`config.mk`:
```
export PLATFORM = sky130hd
export DESIGN_NAME = motor_encoder_emulator_flat
export DESIGN_NICKNAME = d
export VERILOG_FILES = /design/src/rtl/motor_encoder_emulator_if.sv /design/src/rtl/motor_encoder_emulator.sv /design/src/flat_wrapper.sv
export SDC_FILE = /design/constraint.sdc
export NUM_CORES = 1
export LEC_CHECK = 0
export ABC_AREA = 1
export CAP_MARGIN = 20
export CORE_MARGIN = 2
export CORE_UTILIZATION = 65
export CTS_BUF_LIST = sky130_fd_sc_hd__clkbuf_8
export CTS_CLUSTER_SIZE = 12
export DETAILED_ROUTE_END_ITERATION = 10
export HOLD_SLACK_MARGIN = 0.08
export PLACE_DENSITY = 0.95
export SLEW_MARGIN = 15
export SYNTH_ARGS = -nofsm -noshare
export SYNTH_HDL_FRONTEND = slang
export SYNTH_SLANG_ARGS = --single-unit
```
`constraint.sdc`:
```
create_clock -name MOTOR_EMU_CLOCK -period 3.3 [get_ports MOTOR_EMU_CLOCK]
set_input_delay 0.495 -clock MOTOR_EMU_CLOCK [delete_from_list [all_inputs] [get_ports MOTOR_EMU_CLOCK]]
set_output_delay 0.495 -clock MOTOR_EMU_CLOCK [all_outputs]
set_load 0.1 [all_outputs]
```
`src/rtl/motor_encoder_emulator_if.sv`:
```
// Encoder-emulator signal bundle.
// The controller side uses the master modport: it drives PWM/DIR and
// receives A/B, STEP, DUTY and POS. The emulator uses the slave modport.
interface motor_encoder_emulator_if #(
    parameter int WINDOW_BITS = 12,
    parameter int POS_WIDTH   = 17
);
    logic                   MOTOR_EMU_PWM_In;
    logic [1:0]             MOTOR_EMU_DIR_InBus;
    logic                   MOTOR_EMU_ENCODERA_Out;
    logic                   MOTOR_EMU_ENCODERB_Out;
    logic                   MOTOR_EMU_STEP_Out;
    logic [WINDOW_BITS-1:0] MOTOR_EMU_DUTY_OutBus;
    logic [POS_WIDTH-1:0]   MOTOR_EMU_POS_OutBus;

    modport master (
        output MOTOR_EMU_PWM_In,
        output MOTOR_EMU_DIR_InBus,
        input  MOTOR_EMU_ENCODERA_Out,
        input  MOTOR_EMU_ENCODERB_Out,
        input  MOTOR_EMU_STEP_Out,
        input  MOTOR_EMU_DUTY_OutBus,
        input  MOTOR_EMU_POS_OutBus
    );

    modport slave (
        input  MOTOR_EMU_PWM_In,
        input  MOTOR_EMU_DIR_InBus,
        output MOTOR_EMU_ENCODERA_Out,
        output MOTOR_EMU_ENCODERB_Out,
        output MOTOR_EMU_STEP_Out,
        output MOTOR_EMU_DUTY_OutBus,
        output MOTOR_EMU_POS_OutBus
    );
endinterface

```
`src/rtl/motor_encoder_emulator.sv`:
```
// DC motor + quadrature encoder emulator.
// PWM duty is measured over 2^WINDOW_BITS-clock windows, turned into an
// edge rate by a phase accumulator, and each accumulator carry steps a
// Gray-code A/B state machine forward or reverse.
// Optional build macro MOTOR_EMU_INERTIA_EN: the effective rate slews toward
// the latched duty by at most RAMP_STEP per window instead of following it.
module motor_encoder_emulator #(
    parameter int WINDOW_BITS = 12,
    parameter int ACC_WIDTH   = 16,
    parameter int POS_WIDTH   = 17,
    parameter int RAMP_STEP   = 64
) (
    input  logic                        MOTOR_EMU_CLOCK,
    input  logic                        MOTOR_EMU_RESET_InHigh,
    motor_encoder_emulator_if.slave     bus
);
    localparam logic [WINDOW_BITS-1:0] WIN_MAX = {WINDOW_BITS{1'b1}};

    // Encoding chosen so that the state value is directly {A, B}.
    typedef enum logic [1:0] {
        S0 = 2'b00,
        S1 = 2'b10,
        S2 = 2'b11,
        S3 = 2'b01
    } quad_t;

    logic clk;
    logic srst;
    assign clk  = MOTOR_EMU_CLOCK;
    assign srst = MOTOR_EMU_RESET_InHigh;

    // Input synchronizers: bit 0 is PWM, bits 2:1 are DIR.
    logic [2:0] raw_in;
    logic [2:0] meta_reg;
    logic [2:0] sync_reg;
    assign raw_in = {bus.MOTOR_EMU_DIR_InBus, bus.MOTOR_EMU_PWM_In};

    genvar gi;
    generate
        for (gi = 0; gi < 3; gi++) begin : g_sync
            // Two-flop synchronizer per asynchronous input bit; left unreset so
            // the inputs are already settled when reset is released.
            always_ff @(posedge clk) begin
                meta_reg[gi] <= raw_in[gi];
                sync_reg[gi] <= meta_reg[gi];
            end
        end
    endgenerate

    logic       pwm_s;
    logic [1:0] dir_s;
    logic       fwd;
    logic       rev;
    logic       moving;
    assign pwm_s  = sync_reg[0];
    assign dir_s  = sync_reg[2:1];
    assign fwd    = (dir_s == 2'b10);
    assign rev    = (dir_s == 2'b01);
    assign moving = fwd | rev;

    // Duty measurement
    logic [WINDOW_BITS-1:0] window_reg;
    logic [WINDOW_BITS-1:0] high_reg;
    logic [WINDOW_BITS-1:0] duty_reg;
    logic [WINDOW_BITS-1:0] high_next;
    logic                   window_end;

    assign window_end = (window_reg == WIN_MAX);
    assign high_next  = (pwm_s && (high_reg != WIN_MAX)) ? high_reg + 1'b1 : high_reg;

    // Free-running window; latch the saturated high count at the last cycle.
    always_ff @(posedge clk) begin
        if (srst) begin
            window_reg <= '0;
            high_reg   <= '0;
            duty_reg   <= '0;
        end else begin
            window_reg <= window_reg + 1'b1;
            if (window_end) begin
                duty_reg <= high_next;
                high_reg <= '0;
            end else begin
                high_reg <= high_next;
            end
        end
    end

    logic [ACC_WIDTH-1:0] rate_eff;

`ifdef MOTOR_EMU_INERTIA_EN
    localparam logic [ACC_WIDTH-1:0] RAMP = ACC_WIDTH'(RAMP_STEP);

    logic [ACC_WIDTH-1:0] rate_reg;
    logic [ACC_WIDTH-1:0] rate_next;
    logic [ACC_WIDTH-1:0] ramp_target;

    // Slew toward the newly latched duty, landing exactly once within RAMP.
    always_comb begin
        ramp_target = ACC_WIDTH'(high_next);
        rate_next   = rate_reg;
        if (!moving) begin
            rate_next = '0;
        end else if (window_end) begin
            if (rate_reg < ramp_target) begin
                rate_next = (ramp_target - rate_reg > RAMP) ? rate_reg + RAMP : ramp_target;
            end else begin
                rate_next = (rate_reg - ramp_target > RAMP) ? rate_reg - RAMP : ramp_target;
            end
        end
    end

    // Effective-rate register; brake drops it to zero at once.
    always_ff @(posedge clk) begin
        if (srst) begin
            rate_reg <= '0;
        end else begin
            rate_reg <= rate_next;
        end
    end

    assign rate_eff = rate_reg;
`else
    assign rate_eff = ACC_WIDTH'(duty_reg);
`endif

    // Phase accumulator: a carry out of the sum requests one step.
    logic [ACC_WIDTH-1:0] acc_reg;
    logic [ACC_WIDTH:0]   acc_sum;
    logic                 step_req;

    assign acc_sum  = {1'b0, acc_reg} + {1'b0, rate_eff};
    assign step_req = moving & acc_sum[ACC_WIDTH];

    // Accumulate while driven; hold at zero while braking.
    always_ff @(posedge clk) begin
        if (srst) begin
            acc_reg <= '0;
        end else if (moving) begin
            acc_reg <= acc_sum[ACC_WIDTH-1:0];
        end else begin
            acc_reg <= '0;
        end
    end

    // Quadrature state machine
    quad_t                state_reg;
    quad_t                state_next;
    logic                 step_reg;
    logic [POS_WIDTH-1:0] pos_reg;

    // Next Gray state from the current state and synchronized direction.
    always_comb begin
        state_next = state_reg;
        if (step_req) begin
            if (fwd) begin
                case (state_reg)
                    S0:      state_next = S1;
                    S1:      state_next = S2;
                    S2:      state_next = S3;
                    default: state_next = S0;
                endcase
            end else begin
                case (state_reg)
                    S0:      state_next = S3;
                    S3:      state_next = S2;
                    S2:      state_next = S1;
                    default: state_next = S0;
                endcase
            end
        end
    end

    // State, step pulse and signed position all update on the same edge.
    always_ff @(posedge clk) begin
        if (srst) begin
            state_reg <= S0;
            step_reg  <= 1'b0;
            pos_reg   <= '0;
        end else begin
            state_reg <= state_next;
            step_reg  <= step_req;
            if (step_req) begin
                pos_reg <= fwd ? pos_reg + POS_WIDTH'(1) : pos_reg - POS_WIDTH'(1);
            end
        end
    end

    assign bus.MOTOR_EMU_ENCODERA_Out = state_reg[1];
    assign bus.MOTOR_EMU_ENCODERB_Out = state_reg[0];
    assign bus.MOTOR_EMU_STEP_Out     = step_reg;
    assign bus.MOTOR_EMU_DUTY_OutBus  = duty_reg;
    assign bus.MOTOR_EMU_POS_OutBus   = pos_reg;
endmodule

```
`src/flat_wrapper.sv`:
```
// flat-port wrapper written by rule: the top's interface ports become plain ports
module motor_encoder_emulator_flat 
#(
    parameter int WINDOW_BITS = 12,
    parameter int ACC_WIDTH   = 16,
    parameter int POS_WIDTH   = 17,
    parameter int RAMP_STEP   = 64
)
  (MOTOR_EMU_CLOCK, MOTOR_EMU_RESET_InHigh, bus_MOTOR_EMU_PWM_In, bus_MOTOR_EMU_DIR_InBus, bus_MOTOR_EMU_ENCODERA_Out, bus_MOTOR_EMU_ENCODERB_Out, bus_MOTOR_EMU_STEP_Out, bus_MOTOR_EMU_DUTY_OutBus, bus_MOTOR_EMU_POS_OutBus);
  motor_encoder_emulator_if #(.WINDOW_BITS(WINDOW_BITS), .POS_WIDTH(POS_WIDTH)) bus_i ();
  input  logic MOTOR_EMU_CLOCK;
  input  logic MOTOR_EMU_RESET_InHigh;
  input wire logic [$bits(bus_i.MOTOR_EMU_PWM_In)-1:0] bus_MOTOR_EMU_PWM_In;
  input wire logic [$bits(bus_i.MOTOR_EMU_DIR_InBus)-1:0] bus_MOTOR_EMU_DIR_InBus;
  output wire logic [$bits(bus_i.MOTOR_EMU_ENCODERA_Out)-1:0] bus_MOTOR_EMU_ENCODERA_Out;
  output wire logic [$bits(bus_i.MOTOR_EMU_ENCODERB_Out)-1:0] bus_MOTOR_EMU_ENCODERB_Out;
  output wire logic [$bits(bus_i.MOTOR_EMU_STEP_Out)-1:0] bus_MOTOR_EMU_STEP_Out;
  output wire logic [$bits(bus_i.MOTOR_EMU_DUTY_OutBus)-1:0] bus_MOTOR_EMU_DUTY_OutBus;
  output wire logic [$bits(bus_i.MOTOR_EMU_POS_OutBus)-1:0] bus_MOTOR_EMU_POS_OutBus;
  assign bus_i.MOTOR_EMU_PWM_In = bus_MOTOR_EMU_PWM_In;
  assign bus_i.MOTOR_EMU_DIR_InBus = bus_MOTOR_EMU_DIR_InBus;
  assign bus_MOTOR_EMU_ENCODERA_Out = bus_i.MOTOR_EMU_ENCODERA_Out;
  assign bus_MOTOR_EMU_ENCODERB_Out = bus_i.MOTOR_EMU_ENCODERB_Out;
  assign bus_MOTOR_EMU_STEP_Out = bus_i.MOTOR_EMU_STEP_Out;
  assign bus_MOTOR_EMU_DUTY_OutBus = bus_i.MOTOR_EMU_DUTY_OutBus;
  assign bus_MOTOR_EMU_POS_OutBus = bus_i.MOTOR_EMU_POS_OutBus;
  motor_encoder_emulator #(.WINDOW_BITS(WINDOW_BITS), .ACC_WIDTH(ACC_WIDTH), .POS_WIDTH(POS_WIDTH), .RAMP_STEP(RAMP_STEP)) u_core (.MOTOR_EMU_CLOCK(MOTOR_EMU_CLOCK), .MOTOR_EMU_RESET_InHigh(MOTOR_EMU_RESET_InHigh), .bus(bus_i));
endmodule
```
# Word-level counts from Yosys, hierarchy flattened
# Cells that the tools add are included.
dict set report totals {
  register_bits 78
  output_inout_bits 32
  word_cells 37
}
dict set report classes {
  n_addsub 5
  eq_ne 7
  n_mux 5
  n_bitwise 3
  n_reduce_logical 4
}
# operator count
set op_table {}
lappend op_table {{$add A12 B1 Y12 const B} 2}
lappend op_table {{$add A16 B12 Y17} 1}
lappend op_table {{$add A17 B1 Y17 const B} 1}
lappend op_table {{$mux W17} 1}
lappend op_table {{$sub A17 B1 Y17 const B} 1}
lappend op_table {{$eq A12 B12 Y1 const B} 1}
lappend op_table {{$mux W12} 1}
lappend op_table {{$ne A12 B12 Y1 const B} 1}
lappend op_table {{$pmux W2 S3} 2}
lappend op_table {{$eq A2 B2 Y1 const B} 3}
lappend op_table {{$eq A2 B1 Y1 const B} 2}
lappend op_table {{$reduce_or A2 Y1} 2}
lappend op_table {{$logic_not A2 Y1} 1}
lappend op_table {{$mux W2} 1}
lappend op_table {{$and A1 B1 Y1} 1}
lappend op_table {{$logic_and A1 B1 Y1} 1}
lappend op_table {{$not A1 Y1} 1}
lappend op_table {{$or A1 B1 Y1} 1}

# Depth between registers and ports, before layout
dict set report logic_depth {
  depth_word 4
  depth_mapped 16
  depth_no_buf 16
}

# Least setup slack after synthesis
# No wires, ideal clock.
dict set report synth_timing {
  path_kind {flip-flop to flip-flop}
  start {reg u_core.pos_reg[0], in the netlist u_core.bus.MOTOR_EMU_POS_OutBus[0]}
  end {reg u_core.pos_reg[16], in the netlist u_core.bus.MOTOR_EMU_POS_OutBus[16]}
  setup_time_ns 0.109
  arrival_time_ns 2.311
  slack_ns 0.880
  path_stages_with_launch 13
  n_path_buf 0
  period_less_slack_ns 2.420
  path_cell_list {dfxtp_1 > inv_1 > fa_1 > inv_1 > nand3_1 > nand2_1 > nand2_1 > nand2_1 > nand2_1 > nand3_1 > nand3_1 > nand2_1 > inv_1}
}
dict set report synth_via {
  elab_chain_cells 2
  elab_cells_between_ends 3
  cone_classes {2 x add/sub; 1 x mux}
}
# element line
set synth_lines {}
lappend synth_lines {{start, declared} motor_encoder_emulator.sv:149} ;# logic [POS_WIDTH-1:0] pos_reg;
lappend synth_lines {{start signal, assigned} motor_encoder_emulator.sv:183} ;# pos_reg <= fwd ? pos_reg + POS_WIDTH'(1) : pos_reg - POS_WIDTH'(1);
lappend synth_lines {{$sub A17 B1 Y17 / $add A17 B1 Y17 (equally long branches)} motor_encoder_emulator.sv:183}
lappend synth_lines {{$mux W17 *} motor_encoder_emulator.sv:183}
# Mark *: on every way between the ends. The rest lies on a longest branch, timed or not.
# A chain may end at the register's enable or synchronous reset.

# Final worst setup path
dict set report layout_timing {
  start {reg u_core.duty_reg[6], in the netlist u_core.bus.MOTOR_EMU_DUTY_OutBus[6]}
  end {reg u_core.pos_reg[11], in the netlist u_core.bus.MOTOR_EMU_POS_OutBus[11]}
}
dict set report layout_via {
  elab_chain_cells 2
}
# element line
set layout_lines {}
lappend layout_lines {{start, declared} motor_encoder_emulator.sv:64} ;# logic [WINDOW_BITS-1:0] duty_reg;
lappend layout_lines {{start signal, assigned} motor_encoder_emulator.sv:80} ;# duty_reg <= high_next;
lappend layout_lines {{$add A16 B12 Y17} motor_encoder_emulator.sv:131} ;# assign acc_sum = {1'b0, acc_reg} + {1'b0, rate_eff};
lappend layout_lines {{$and A1 B1 Y1} motor_encoder_emulator.sv:132} ;# assign step_req = moving & acc_sum[ACC_WIDTH];
# Every way passes these cells.

==> metrics.csv <==
stage;metric;value;unit
worst_setup_path;worst reg2reg endpoint;u_core.bus.MOTOR_EMU_POS_OutBus[11];
worst_setup_path;cell family with most CP delay;simple AND/OR/NAND/NOR gates;
place;# port buffers;36;
die;num rows;30;
worst_setup_path;CP Capture Type;register;
synth;largest family of logic cells by synthesized area;simple AND/OR/NAND/NOR gates;
synth;top cell type's share of synthesized area;33.4;%
die;die area;7880;sq um
worst_setup_path;CP max FO;21;
synth;simple logic cell fraction of the synthesized area;33.7;%
power;switching pwr;453;uW
sta;Slew Limit Fails;0;
finish;Area Overhead vs Synth;13.6;%
cts;Root Driver;clkbuf_8;
sta;FMAX;401;MHz
power;Peak VDD IR;257;uV
synth;synth top area cells;dfxtp_1 (33%), nand2_1 (18%), inv_1 (9.0%);
sta;Slew @ Worst Pin;0.981;ns
cts;clk_lat worst skew;0.36;ns
global_route;GRT overflow;0;
synth;top cell type by total area after synthesis;dfxtp_1;
synth;synthesized area;4670;sq um
sta;final setup TNS;0;ns
worst_setup_path;Worst path depth;10;
synth;Synth Area in Compound Gates;9.19;%
cts;largest buffer count on any clock path;2;
sta;Tcrit/Tclk final;75.6;%
power;Internal Pwr Total;1.33;mW
synth;Synthesis Warnings;0;
flow_run;max-cap violation count;0;
cts;CTS tree;done;
hold_path;Hold Path Class;register to register;
synth;Mapped Nets;749;
sta;Layout Skew;0.00736;ns
cts;clock sink total;78;
worst_setup_path;worst-case reg-to-reg path depth;10;
worst_setup_path;Worst Setup EP;u_core.bus.MOTOR_EMU_POS_OutBus[11];
cts;Setup Buffers After CTS;0;
drt;routed length per placed instance;13.3;um
status;status;complete, no violations;
power;Leak;2.59;nW
place;Post-DP Area;5110;sq um
finish;Finished Cell Area;5300;sq um
synth;synthesized flop and latch total;78;
drt;Via density;5.49;
die;Die Height;88.7;um
sta;RSZ-0062 raised after global routing;false;
power;sequential power share;53.5;%
die;I/O pins;37;
synth;mux share of post-synthesis cell area;0;%
worst_setup_path;critical path arrival;2.75;ns
global_route;All-Layer GR Usage;30.0;%
worst_setup_path;Req. time, crit path;3.56;ns
global_route;largest net degree at the start of global routing;22;
finish;nets;789;
worst_setup_path;crit-path max cell delay;0.43;ns
worst_setup_path;flop2flop setup slack;0.80;ns
finish;max reg flops;17;
place;DP HPWL;8090;um
die;core area;6870;sq um
power;Switching Share;25.4;%
drt;final wirelength;11300;um
drt;vias;4674;
worst_setup_path;startpoint types;register;
cts;TritonCTS Buffers;9;
sta;crit path time final;2.50;ns
worst_setup_path;cell mode on critical path;nand2_1;
drt;Pre-antenna DRT Iters;7;
worst_setup_path;CP bufs+invs;2;
finish;antenna cells;0;
worst_setup_path;crit path cell chain;ha_1 -> nand2_1 -> nor2_1 -> nand3_1 -> nand3_2 -> nand2_1 -> inv_2 -> nand3_1 -> nand2_1 -> inv_1;
place;RD Place Congestion;0.949;
cts;post_cts resized;0;
synth;count of cell types in the netlist;33;
global_route;first-pass GRT wire length;18600;um
drt;Initial DRC Count;358;
cts;CTS H-Tree Depth;3;
finish;fraction of layout instances using a drive strength above 1;4.89;%
global_route;initial antenna violation count;0;
synth;xor/xnor share of the synthesized area;3.94;%
sta;Max transition margin;34.4;%
sta;Hold Violations, Final;0;
power;Power Density;337;nW/um^2
synth;synthesized area per cell;6.57;sq um
synth;Synth Instances;711;
die;DIE WIDTH;88.7;um
drt;Detail Route Antenna Nets;0;
sta;# setup viols final;0;
synth;Synth Area in Adders;9.17;%
finish;Util after Layout;77.2;%
synth;Seq/Total Area, Yosys;33.4;%
drt;DRC viols;0;
power;Clk pwr share;39.8;%
worst_setup_path;crit path max-delay cell type;inv_2;
power;Comb pwr share;6.7;%
die;initial core utilization;68.0;%
worst_setup_path;crit path launch;u_core.bus.MOTOR_EMU_DUTY_OutBus[6];
cts;clock slew at reported path FFs;0.08;ns
cts;post-cts hold buffer count;0;
worst_setup_path;RR Startpoint;u_core.bus.MOTOR_EMU_DUTY_OutBus[6];
global_route;vias in the first global route;4351;
worst_setup_path;critical path class;register to register;
[per-stage QoR]
stage	hold slack [ns]	setup slack [ns]	total power, mW	instances
after global placement	0.312	0.963	1.09	836
after floorplan	0.310	0.880	1.06	711
after detailed placement	0.318	0.870	1.09	836
final	0.334	0.805	1.79	852
after CTS	0.338	0.836	1.79	852
after global routing	0.339	0.608	1.84	852
[layout make-up]
cell class              instances  area (sq um)
flip-flops and latches         78          1560
clock buffers                   9           124
well taps                      96           120
repair buffers                 39           380
inverters                     115           434
multi-input cells             508          2620
clock inverters                 7          66.3
fillers                       507          1570
[worst reg2reg max path, stage by stage, from the launching register on]
cell and delay [ns]:
dfxtp_1 0.34, ha_1 0.37, nand2_1 0.14, nor2_1 0.25
nand3_1 0.15, nand3_2 0.12, nand2_1 0.28, inv_2 0.44
nand3_1 0.19, nand2_1 0.09, inv_1 0.04
[power by group through the flow]
stage / combinational, mW / sequential, mW / clock, mW
after floorplan: 0.0857 / 0.977 / 0
after global placement: 0.109 / 0.978 / 0
after detailed placement: 0.115 / 0.979 / 0
after CTS: 0.116 / 0.957 / 0.720
after global routing: 0.133 / 0.958 / 0.753
final: 0.119 / 0.957 / 0.711
[layer usage]
metal | global-route usage (%) | part of all wire, %
met1 | 35.8 | 42
met2 | 51.6 | 48
met3 | 7.18 | 7.2
met4 | 12.5 | 2.6
met5 | 0 | 0
[how the worst min path moves through the flow]
stage	startpoint	endpoint	slack (ns)	cells past startpoint
detailed placement	u_core.meta_reg[0]	u_core.pwm_s	0.32	0
finish	u_core.meta_reg[0]	u_core.pwm_s	0.33	0
CTS	u_core.meta_reg[0]	u_core.pwm_s	0.34	0
global route	u_core.meta_reg[0]	u_core.pwm_s	0.34	0
floorplan	u_core.meta_reg[1]	u_core.dir_s[0]	0.31	0
global placement	u_core.meta_reg[0]	u_core.pwm_s	0.31	0
[synth_stat cells]
master,instances
nand2_1,219
inv_1,112
dfxtp_1,78
nor2_1,75
a21oi_1,51
nand3_1,49
ha_1,31
o21ai_0,23
xor2_1,11
xnor2_1,10
clkbuf_1,5
nor3_1,5
and2_1,4
nand4_1,4
nor2_2,4
buf_4,3
nand2_2,3
nand3_2,3
fa_1,2
inv_2,2
nor3_2,2
nor4_1,2
o21a_1,2
o21bai_1,2
a21o_1,1
buf_2,1
buf_6,1
inv_4,1
nand2_4,1
nand3b_2,1
nand4_4,1
o21ai_1,1
o21ai_4,1
[placed cells by master (no fill, tap or decap), types with 2 or more instances in the layout]
cell type,Yosys,layout
nand2_1,219,219
inv_1,112,114
dfxtp_1,78,78
nor2_1,75,75
a21oi_1,51,51
nand3_1,49,49
clkdlybuf4s50_1,0,35
ha_1,31,31
o21ai_0,23,23
xor2_1,11,11
xnor2_1,10,10
clkbuf_8,0,9
nor3_1,5,5
nor2_2,4,4
and2_1,4,4
nand4_1,4,4
buf_4,3,4
nand2_2,3,3
nand3_2,3,3
nor3_2,2,2
o21a_1,2,2
nor4_1,2,2
inv_2,2,2
o21bai_1,2,2
fa_1,2,2
clkinvlp_4,0,2
[kinds of logic after synthesis]
kind of cell,after synthesis
AO/OA/AOI/OAI,81
XOR/XNOR,21
flip-flops,78
buffers and inverters,125
adder cells (fa/ha/maj),33
AND/OR/NAND/NOR,373
No activity file was read; power rests on OpenSTA's default activity.
